`src/rtl/data_axi_bridge.sv`:
```
`default_nettype none
// ============================================================================
//  Module      : data_axi_bridge
//  Description : Turns the memory stage's single-cycle data request into one
//                single-beat AXI3 read or write and stalls until it completes.
//  Revision    : 1.0 - initial release
// ============================================================================
module data_axi_bridge #(
    parameter logic [3:0] AXI_ID   = 4'd1,
    parameter int         KSEG_MAP = 1
) (
    input  logic        clk,
    input  logic        resetn,
    input  logic        en,
    input  logic        write,
    input  logic [31:0] addr,
    input  logic [3:0]  sel,
    input  logic [1:0]  size,
    input  logic [31:0] writedata,
    input  logic        advance,
    output logic [31:0] rdata_out,
    output logic        stall_req,
    output logic [31:0] araddr,
    output logic [2:0]  arsize,
    output logic [3:0]  arid,
    output logic        arvalid,
    input  logic        arready,
    input  logic [31:0] rdata,
    input  logic        rvalid,
    output logic        rready,
    output logic [31:0] awaddr,
    output logic [2:0]  awsize,
    output logic [3:0]  awid,
    output logic        awvalid,
    input  logic        awready,
    output logic [31:0] wdata,
    output logic [3:0]  wstrb,
    output logic [3:0]  wid,
    output logic        wlast,
    output logic        wvalid,
    input  logic        wready,
    input  logic        bvalid,
    output logic        bready
);

    localparam logic [2:0] S_IDLE  = 3'd0;
    localparam logic [2:0] S_RD_A  = 3'd1;
    localparam logic [2:0] S_RD_D  = 3'd2;
    localparam logic [2:0] S_WR_AW = 3'd3;
    localparam logic [2:0] S_WR_B  = 3'd4;
    localparam logic [2:0] S_DONE  = 3'd5;

    logic [2:0]  r_state;
    logic [2:0]  w_next;
    logic [31:0] r_addr;
    logic [31:0] r_wdata;
    logic [31:0] r_rdata;
    logic [3:0]  r_sel;
    logic [1:0]  r_size;
    logic        r_aw_done;
    logic        r_w_done;
    logic [31:0] w_paddr;
    logic        w_req;
    logic        w_aw_hs;
    logic        w_w_hs;

    // kseg0/kseg1 are unmapped windows onto the low 512 MB of physical space
    assign w_paddr = ((KSEG_MAP != 0) && (addr[31:30] == 2'b10)) ? {3'b000, addr[28:0]} : addr;
    assign w_req   = en & (r_state == S_IDLE);
    assign w_aw_hs = awvalid & awready;
    assign w_w_hs  = wvalid & wready;

    always_ff @(posedge clk) begin
        if (!resetn) begin
            r_state <= S_IDLE;
        end else begin
            r_state <= w_next;
        end
    end

    always_comb begin
        w_next = r_state;
        case (r_state)
            S_IDLE:  if (en) w_next = write ? S_WR_AW : S_RD_A;
            S_RD_A:  if (arready) w_next = S_RD_D;
            S_RD_D:  if (rvalid) w_next = S_DONE;
            S_WR_AW: if ((r_aw_done | w_aw_hs) && (r_w_done | w_w_hs)) w_next = S_WR_B;
            S_WR_B:  if (bvalid) w_next = S_DONE;
            // A flushed request (en low) needs no advance to release the FSM
            S_DONE:  if (advance || !en) w_next = S_IDLE;
            default: w_next = S_IDLE;
        endcase
    end

    always_comb begin
        arvalid = 1'b0;
        rready  = 1'b0;
        awvalid = 1'b0;
        wvalid  = 1'b0;
        bready  = 1'b0;
        case (r_state)
            S_RD_A:  arvalid = 1'b1;
            S_RD_D:  rready  = 1'b1;
            S_WR_AW: begin
                awvalid = ~r_aw_done;
                wvalid  = ~r_w_done;
            end
            S_WR_B:  bready  = 1'b1;
            default: ;
        endcase
    end

    assign stall_req = resetn & en & (r_state != S_DONE);

    always_ff @(posedge clk) begin
        if (!resetn) begin
            r_addr    <= 32'd0;
            r_wdata   <= 32'd0;
            r_sel     <= 4'd0;
            r_size    <= 2'd0;
            r_aw_done <= 1'b0;
            r_w_done  <= 1'b0;
            r_rdata   <= 32'd0;
        end else begin
            if (w_req) begin
                r_addr    <= w_paddr;
                r_wdata   <= writedata;
                r_sel     <= sel;
                r_size    <= size;
                r_aw_done <= 1'b0;
                r_w_done  <= 1'b0;
            end else begin
                if (w_aw_hs) r_aw_done <= 1'b1;
                if (w_w_hs)  r_w_done  <= 1'b1;
            end
            if ((r_state == S_RD_D) && rvalid) r_rdata <= rdata;
        end
    end

    assign rdata_out = r_rdata;
    assign araddr    = r_addr;
    assign awaddr    = r_addr;
    assign arsize    = {1'b0, r_size};
    assign awsize    = {1'b0, r_size};
    assign arid      = AXI_ID;
    assign awid      = AXI_ID;
    assign wid       = AXI_ID;
    assign wlast     = 1'b1;
    assign wdata     = r_wdata;
    assign wstrb     = r_sel;

endmodule
`default_nettype wire

```
`config.mk`:
```
export PLATFORM = sky130hd
export DESIGN_NAME = data_axi_bridge
export DESIGN_NICKNAME = d
export VERILOG_FILES = /design/src/rtl/data_axi_bridge.sv
export SDC_FILE = /design/constraint.sdc
export NUM_CORES = 1
export LEC_CHECK = 0
export BUFFER_PORTS_ARGS = -buffer_cell sky130_fd_sc_hd__buf_4
export CORE_MARGIN = 2
export CORE_UTILIZATION = 43
export DETAILED_ROUTE_END_ITERATION = 10
export GPL_TIMING_DRIVEN = 0
export MAX_ROUTING_LAYER = met4
export PLACE_DENSITY = 0.78
export SLEW_MARGIN = 25
export SYNTH_ARGS = -nofsm -noshare
export SYNTH_HDL_FRONTEND = slang
export SYNTH_SLANG_ARGS = --single-unit
```
`constraint.sdc`:
```
create_clock -name clk -period 1.7 [get_ports clk]
set_clock_uncertainty 0.2 [all_clocks]
set_input_delay 0.17 -clock clk [delete_from_list [all_inputs] [get_ports clk]]
set_output_delay 0.17 -clock clk [all_outputs]
set_load 0.05 [all_outputs]
```
==> qor.log, run 1 <==
INFO  global_route   use_met1=32.7%
INFO  global_route   m3_gr_usage=8.33%
INFO  global_route   grt_max_degree=18
INFO  critical_path  critical_path_source_type=flip-flop
INFO  floorplanning  die_h=104um
INFO  yosys          synth.avg_cell_area=7.91um^2
INFO  clocking       cts.reportedPaths.clkPinSlew=100ps
INFO  floorplanning  floorplan.die.width=104um
INFO  critical_path  worst-setup-path-type=reg -> reg
INFO  power_and_ir_drop power_leakage=3.63nW
INFO  power_and_ir_drop finalPower=11.5mW
INFO  floorplanning  floorplan.rows=36
INFO  global_route   antenna_violations_before_repair=0
INFO  power_and_ir_drop power.share.clock=15.0%
INFO  floorplanning  core=0.00973mm^2
INFO  timing         actual_transition_at_the_worst_max_transition_pin=589ps
INFO  critical_path  cp_data_arrival_time=1760ps
INFO  global_route   vias_in_the_first_global_route=5495
INFO  yosys          synth_largest_area_cell=dfxtp_1
INFO  clocking       cts.htree.levels=3
INFO  timing         fin_crit=1680ps
INFO  clocking       ctsRootBufferMaster=clkbuf_8
INFO  routing        drc=0
INFO  clocking       worst_skew_pair.late_latency=350ps
INFO  placement      gpl.final_weighted_congestion=0.859
INFO  power_and_ir_drop switching_power=5.42mW
INFO  floorplanning  dieArea=0.0108mm^2
INFO  timing         fmaxAchievable=596MHz
INFO  routing        drt_pre_antenna_iters=5
INFO  power_and_ir_drop switching_fraction_of_total_power=47.0%
INFO  global_route   top_usage_layer=met2
INFO  clocking       cts_buffers=9
INFO  finish         antennaDiodeCount=0
INFO  yosys          synthesis.area=0.00430mm^2
INFO  hold_path      holdCritPathClass=in -> reg
INFO  flow_run       cap_viol_max_count=0
INFO  yosys          ys_ff_latch=107
INFO  finish         final_layout_size_suffix_gt1_share=38.7%
INFO  global_route   global_route_wire_length_before_repair=27.5mm
INFO  global_route   gr-usage-all-layers=32.3%
INFO  placement      numPortBuffers=253
INFO  timing         timing.setup.tns=0ps
INFO  finish         flow.area_growth_from_synthesis=81.4%
INFO  power_and_ir_drop power_density=1480mW/mm^2
INFO  timing         drv_slew=0
INFO  yosys          synth.yosys.seq_area_share=49.8%
INFO  power_and_ir_drop part_of_the_power_in_registers=29.2%
INFO  yosys          top_flip_flop_cell_by_instance_count_after_synthesis=dfxtp_1
INFO  critical_path  cp_data_required_time=1790ps
INFO  critical_path  critPathCaptureType=flip-flop
INFO  routing        drtIter0Drc=204
INFO  routing        postRouteAntennaNets=0
INFO  clocking       cts_num_sinks=107
INFO  floorplanning  floorplan.initialDensity=44.2%
INFO  timing         fin_crit_sh=98.7%
INFO  yosys          synth.area.top_cells=dfxtp_1, nand2_1, a21oi_1
INFO  finish         fillers=592
INFO  clocking       cts_tree=built
INFO  power_and_ir_drop vdd.ir_drop.worst=0.744mV
INFO  yosys          synth_async_sr_flop_share=0%
INFO  timing         relSlewSlack=60.7%
INFO  floorplanning  io-pin-count=269
INFO  critical_path  crit_path_max_fanout=6
INFO  power_and_ir_drop pwr-share-comb=55.8%
INFO  global_route   grt_use_met2=57.3%
INFO  yosys          synth_top_area_share=49.8%
INFO  routing        detailroute.via_count=5235
INFO  clocking       cts_buffer_depth=2
INFO  routing        wl_per_cell=16.3um
INFO  placement      number_of_placed_instances_taps_included=943
INFO  yosys          synthCells=544
INFO  global_route   grt-ovfl-total=0
INFO  yosys          ys_types=30
INFO  timing         rsz_0062_raised_after_global_routing=true
INFO  outcome        run_status=complete, no violations
INFO  timing         timing.final.hold_violations=0
INFO  timing         setup_viol=0
INFO  placement      hpwl=10.8mm
INFO  yosys          synth_enable_flop_cells=0
INFO  routing        wirelength=17.4mm
INFO  yosys          yosys_warnings=0
INFO  finish         final_nets=1042
INFO  routing        post_drt_via_cell_ratio=4.91
INFO  finish         finalNonFillerCells=1067
INFO  power_and_ir_drop intPower=6.12mW
-- through the flow --
| stage | worst slack, ps | utilization, % | hold WS, ps | cell area, um^2 |
|---|---|---|---|---|
| floorplan | -349 | - | 106 | 4360 |
| global placement | -85.9 | 66.0 | 216 | 6420 |
| detailed placement | -125 | 66.0 | 225 | 6420 |
| CTS | -7.15 | 79.6 | 31.2 | 7740 |
| global route | -69.6 | 80.2 | 61.0 | 7800 |
| finish | 21.7 | 80.2 | 53.7 | 7800 |
-- cells in the mapped netlist (3+ instances only) --
cell type	number
dfxtp_1	107
nor3b_1	3
buf_6	7
buf_4	52
buf_2	11
a21oi_1	106
nor2_1	8
clkbuf_1	15
nand3_1	3
nand2_1	206
-- area by class of cell --
cell class                 count  area, um^2  share of cell area [%]
multi-input combinational    364        1650                    21.2
buffer                        84         608                    7.79
inverter                       1        3.75                  0.0481
tap                          133         166                    2.13
sequential                   107        2150                    27.6
timing repair buffer         363        3000                    38.4
clock buffer                  10         138                    1.76
clock inverter                 5        85.1                    1.09
-- cell usage in the layout, fill, tap and decap left out, types with 2 or more instances in the layout --
cell type and n:
clkbuf_8 10, nand3_1 3, clkbuf_4 2, nor3b_2 2
conb_1 15, clkbuf_2 3, and3b_1 2, bufinv_16 2
nand2_1 204, clkbuf_1 11, buf_2 6, buf_6 14
a21oi_1 106, nor3_1 2, nand2_2 2, dlygate4sd3_1 105
dfxtp_4 2, nor2_2 2, o21ai_0 2, buf_4 306
dfxtp_1 104, and2_1 2, nor2_1 6
-- flip-flops by register name, summed over array words and instances, names as in the netlist --
name / flops
araddr: 32
r_aw_done: 1
r_size: 2
r_state: 3
r_w_done: 1
rdata_out: 32
wdata: 32
wstrb: 4
-- what timing repair did --
item / in CTS / in global routing
resized for setup: 13 / 16
hold endpoints to repair: 106 / 0
endpoints found under the setup margin: 26 / 75
buffers inserted: 1 / 4
hold buffers: 105 / 0
pin swaps: 1 / 2
-- per-layer routing --
metal / share of wire (%) / vias up / wire (um)
li1: - / 2458 / -
met1: 36 / 2409 / 6290
met2: 51 / 289 / 8920
met3: 7.5 / 79 / 1310
met4: 5.0 / 0 / 862
met5: 0 / - / 0
-- worst paths after layout --
path                      startpoint                       to  slack (ps)  depth (start not counted)
max          r_state[2]$_SDFFE_PN0P_  r_state[2]$_SDFFE_PN0P_          20                          6
min reg2reg   wdata[23]$_SDFFE_PN0P_   wdata[23]$_SDFFE_PN0P_         260                          2
max reg2reg  r_state[2]$_SDFFE_PN0P_  r_state[2]$_SDFFE_PN0P_          20                          6
min                            write  r_state[1]$_SDFFE_PN0P_          50                          5
-- power by group through the flow --
stage | sequential (mW) | clock [mW] | combinational (mW)
floorplan | 4.86 | 0 | 2.70
global placement | 3.35 | 0 | 5.84
detailed placement | 3.38 | 0 | 5.93
CTS | 3.34 | 1.74 | 6.20
global route | 3.43 | 1.87 | 6.74
finish | 3.37 | 1.73 | 6.44
-- logic make-up after synthesis --
logic type	synth area share [%]
compound gates	13.5
buf+inv	13.6
flops	49.8
other cells	0.175
simple gates	23.0
-- worst max-delay path, cell delays in order, from the launching register on --
cell	delay (ps)
dfxtp_2	380
buf_6	130
buf_4	140
nor4b_1	340
nor2_1	160
nand3b_4	110
o221a_2	180
No activity file was read; power rests on OpenSTA's default activity.
==> run 2, diff against run 1 <==
PLACE_DENSITY = unset   (was 0.78)
PLACE_DENSITY_LB_ADDON = 0.2   (was unset)
==> qor.log, run 2 (same netlist as run 1, synthesis figures left out) <==
INFO  finish         final_nets=1041 [was 1042]
INFO  timing         fin_crit_sh=103% [was 98.7%]
INFO  clocking       cts_buffer_depth=2 [unchanged]
INFO  routing        wl_per_cell=16.2um [was 16.3 um]
INFO  critical_path  cp_data_required_time=1330ps [was 1790 ps]
INFO  placement      hpwl=10.7mm [was 10.8 mm]
INFO  critical_path  critical_path_source_type=flip-flop [unchanged]
INFO  finish         layout.cells.most_common=buf_4 [unchanged]
INFO  critical_path  crit_path_max_fanout=6 [unchanged]
INFO  clocking       worst_skew_pair.late_latency=370ps [was 350 ps]
INFO  placement      detailed_place.area=0.00642mm^2 [unchanged]
INFO  placement      gpl.final_weighted_congestion=0.838 [was 0.859]
INFO  finish         layout_common_cells=buf_4, nand2_1, a21oi_1 [unchanged]
INFO  routing        drc=0 [unchanged]
INFO  floorplanning  die_h=104um [unchanged]
INFO  critical_path  reg2reg_path_depth=5 [was 6]
INFO  finish         post-route-cell-area=0.00779mm^2 [was 0.00780 mm^2]
INFO  clocking       cts.reportedPaths.clkPinSlew=100ps [about the same]
INFO  timing         fin_crit=1760ps [was 1680 ps]
INFO  clocking       cts.htree.levels=3 [unchanged]
INFO  routing        post_drt_via_cell_ratio=4.88 [was 4.91]
INFO  timing         timing.setup.tns=-115ps [was 0 ps]
INFO  power_and_ir_drop part_of_the_power_in_registers=29.2% [about the same]
INFO  global_route   antenna_violations_before_repair=1 [was 0]
INFO  power_and_ir_drop power.share.clock=15.3% [was 15.0%]
INFO  critical_path  critPathCaptureType=output port [was flip-flop]
INFO  global_route   vias_in_the_first_global_route=5480 [was 5495]
INFO  hold_path      holdCritPathClass=in -> reg [unchanged]
INFO  finish         final_layout_size_suffix_gt1_share=38.4% [was 38.7%]
INFO  timing         relSlewSlack=57.6% [was 60.7%]
INFO  routing        detailroute.via_count=5210 [was 5235]
INFO  power_and_ir_drop pwr-share-comb=55.5% [was 55.8%]
INFO  floorplanning  floorplan.die.width=104um [unchanged]
INFO  power_and_ir_drop intPower=6.07mW [was 6.12 mW]
INFO  timing         actual_transition_at_the_worst_max_transition_pin=637ps [was 589 ps]
INFO  floorplanning  core=0.00973mm^2 [unchanged]
INFO  placement      numPortBuffers=253 [unchanged]
INFO  clocking       cts_buffers=9 [unchanged]
INFO  global_route   global_route_wire_length_before_repair=26.7mm [was 27.5 mm]
INFO  finish         flow.area_growth_from_synthesis=81.0% [was 81.4%]
INFO  outcome        run_status=finished with violations [was complete, no violations]
INFO  timing         rsz_0062_raised_after_global_routing=true [unchanged]
INFO  floorplanning  io-pin-count=269 [unchanged]
INFO  clocking       cts_num_sinks=107 [unchanged]
INFO  critical_path  worst-setup-path-type=reg -> out [was reg -> reg]
INFO  power_and_ir_drop switching_power=5.46mW [was 5.42 mW]
INFO  critical_path  cp_data_arrival_time=1390ps [was 1760 ps]
INFO  timing         fmaxAchievable=569MHz [was 596 MHz]
INFO  clocking       cts_tree=built [unchanged]
INFO  routing        drt_pre_antenna_iters=4 [was 5]
INFO  global_route   gr-usage-all-layers=31.7% [was 32.3%]
INFO  hold_path      hold_depth=4 [was 5]
INFO  outcome        failed_checks=negative setup slack
INFO  routing        drtIter0Drc=186 [was 204]
INFO  routing        postRouteAntennaNets=0 [unchanged]
INFO  floorplanning  dieArea=0.0108mm^2 [unchanged]
INFO  flow_run       cap_viol_max_count=0 [unchanged]
INFO  timing         final_critical_path_setup_slack=-58.5ps [was 21.7 ps]
INFO  timing         timing.final.hold_violations=0 [unchanged]
INFO  power_and_ir_drop switching_fraction_of_total_power=47.3% [was 47.0%]
INFO  power_and_ir_drop power_density=1480mW/mm^2 [about the same]
INFO  timing         setup_viol=3 [was 0]
INFO  timing         drv_slew=0 [unchanged]
INFO  routing        wirelength=17.3mm [was 17.4 mm]
INFO  global_route   grt-ovfl-total=0 [unchanged]
INFO  floorplanning  floorplan.initialDensity=44.2% [unchanged]
INFO  power_and_ir_drop vdd.ir_drop.worst=0.765mV [was 0.744 mV]
INFO  power_and_ir_drop power_leakage=3.62nW [was 3.63 nW]
INFO  clocking       ctsRootBufferMaster=clkbuf_8 [unchanged]
INFO  floorplanning  floorplan.rows=36 [unchanged]
INFO  global_route   grt_max_degree=19 [was 18]
## run 2: cell count changes in the layout (fill, tap and decap cells not counted), sizes merged
cell / delta
clkinvlp: -1
diode: +1
clkinv: +1
clkbuf: -2
buf: +1
inv: +1
## run 2: what timing repair did
item | in CTS | in global routing
gates cloned | 1 | 0
pin swaps | 2 | 1
setup endpoints to repair | 41 | 104
endpoints found under the hold margin | 106 | 0
buffers inserted | 0 | 3
hold buffers | 105 | 0
gates resized for setup | 11 | 12
## run 2: worst max-delay path, stage by stage, from the launching register on
cell and delay (ps):
dfxtp_2 360, buf_6 130, nand3b_1 210, nor2_2 150
buf_6 170
## run 2: through the flow
stage          instances  util (%)  hold WS (ps)  setup WS (ps)  total power, mW
2_1_floorplan        557         -           106           -349             7.55
3_3_place_gp         943      66.0           211           -168             9.18
3_5_place_dp         943      66.0           220           -196             9.31
4_1_cts             1064      79.4          16.8          -96.3             11.3
5_1_grt             1068      80.0          44.1           -157             12.0
6_report            1068      80.0          25.1          -58.5             11.5
## run 2: area by class of cell
cell class / instances / area (um^2)
clock inverters: 6 / 95.1
diodes: 1 / 2.50
flip-flops and latches: 107 / 2150
multi-input cells: 364 / 1660
well taps: 133 / 166
clock buffers: 10 / 128
inverters: 1 / 3.75
plain buffers: 84 / 599
repair buffers: 362 / 2990
fillers: 601 / 1940
## run 2: power by group through the flow
stage                     clock [mW]  combinational (mW)  sequential (mW)
final                           1.77                6.40             3.37
after global routing            1.88                6.71             3.42
after CTS                       1.78                6.18             3.35
after detailed placement           0                5.93             3.38
after global placement             0                5.83             3.35
after floorplan                    0                2.70             4.86
## run 2: final timing paths
kind	startpoint	end	slack [ps]
worst min register to register	rdata_out[25]$_SDFFE_PN0P_	rdata_out[25]$_SDFFE_PN0P_	260
worst max-delay path	r_state[2]$_SDFFE_PN0P_	awvalid	-60
worst max register to register	r_state[2]$_SDFFE_PN0P_	rdata_out[9]$_SDFFE_PN0P_	30
worst min-delay path	rvalid	rdata_out[0]$_SDFFE_PN0P_	30
## run 2: metal layers
metal  wire length, um  global-route usage [%]  part of all wire (%)  vias to the layer above
li1                  -                       -                     -                     2462
met1              6190                    31.8                    36                     2397
met2              8920                    55.4                    52                      269
met3              1310                    8.27                   7.6                       82
met4               899                    18.6                   5.2                        0
met5                 0                       -                     0                        -
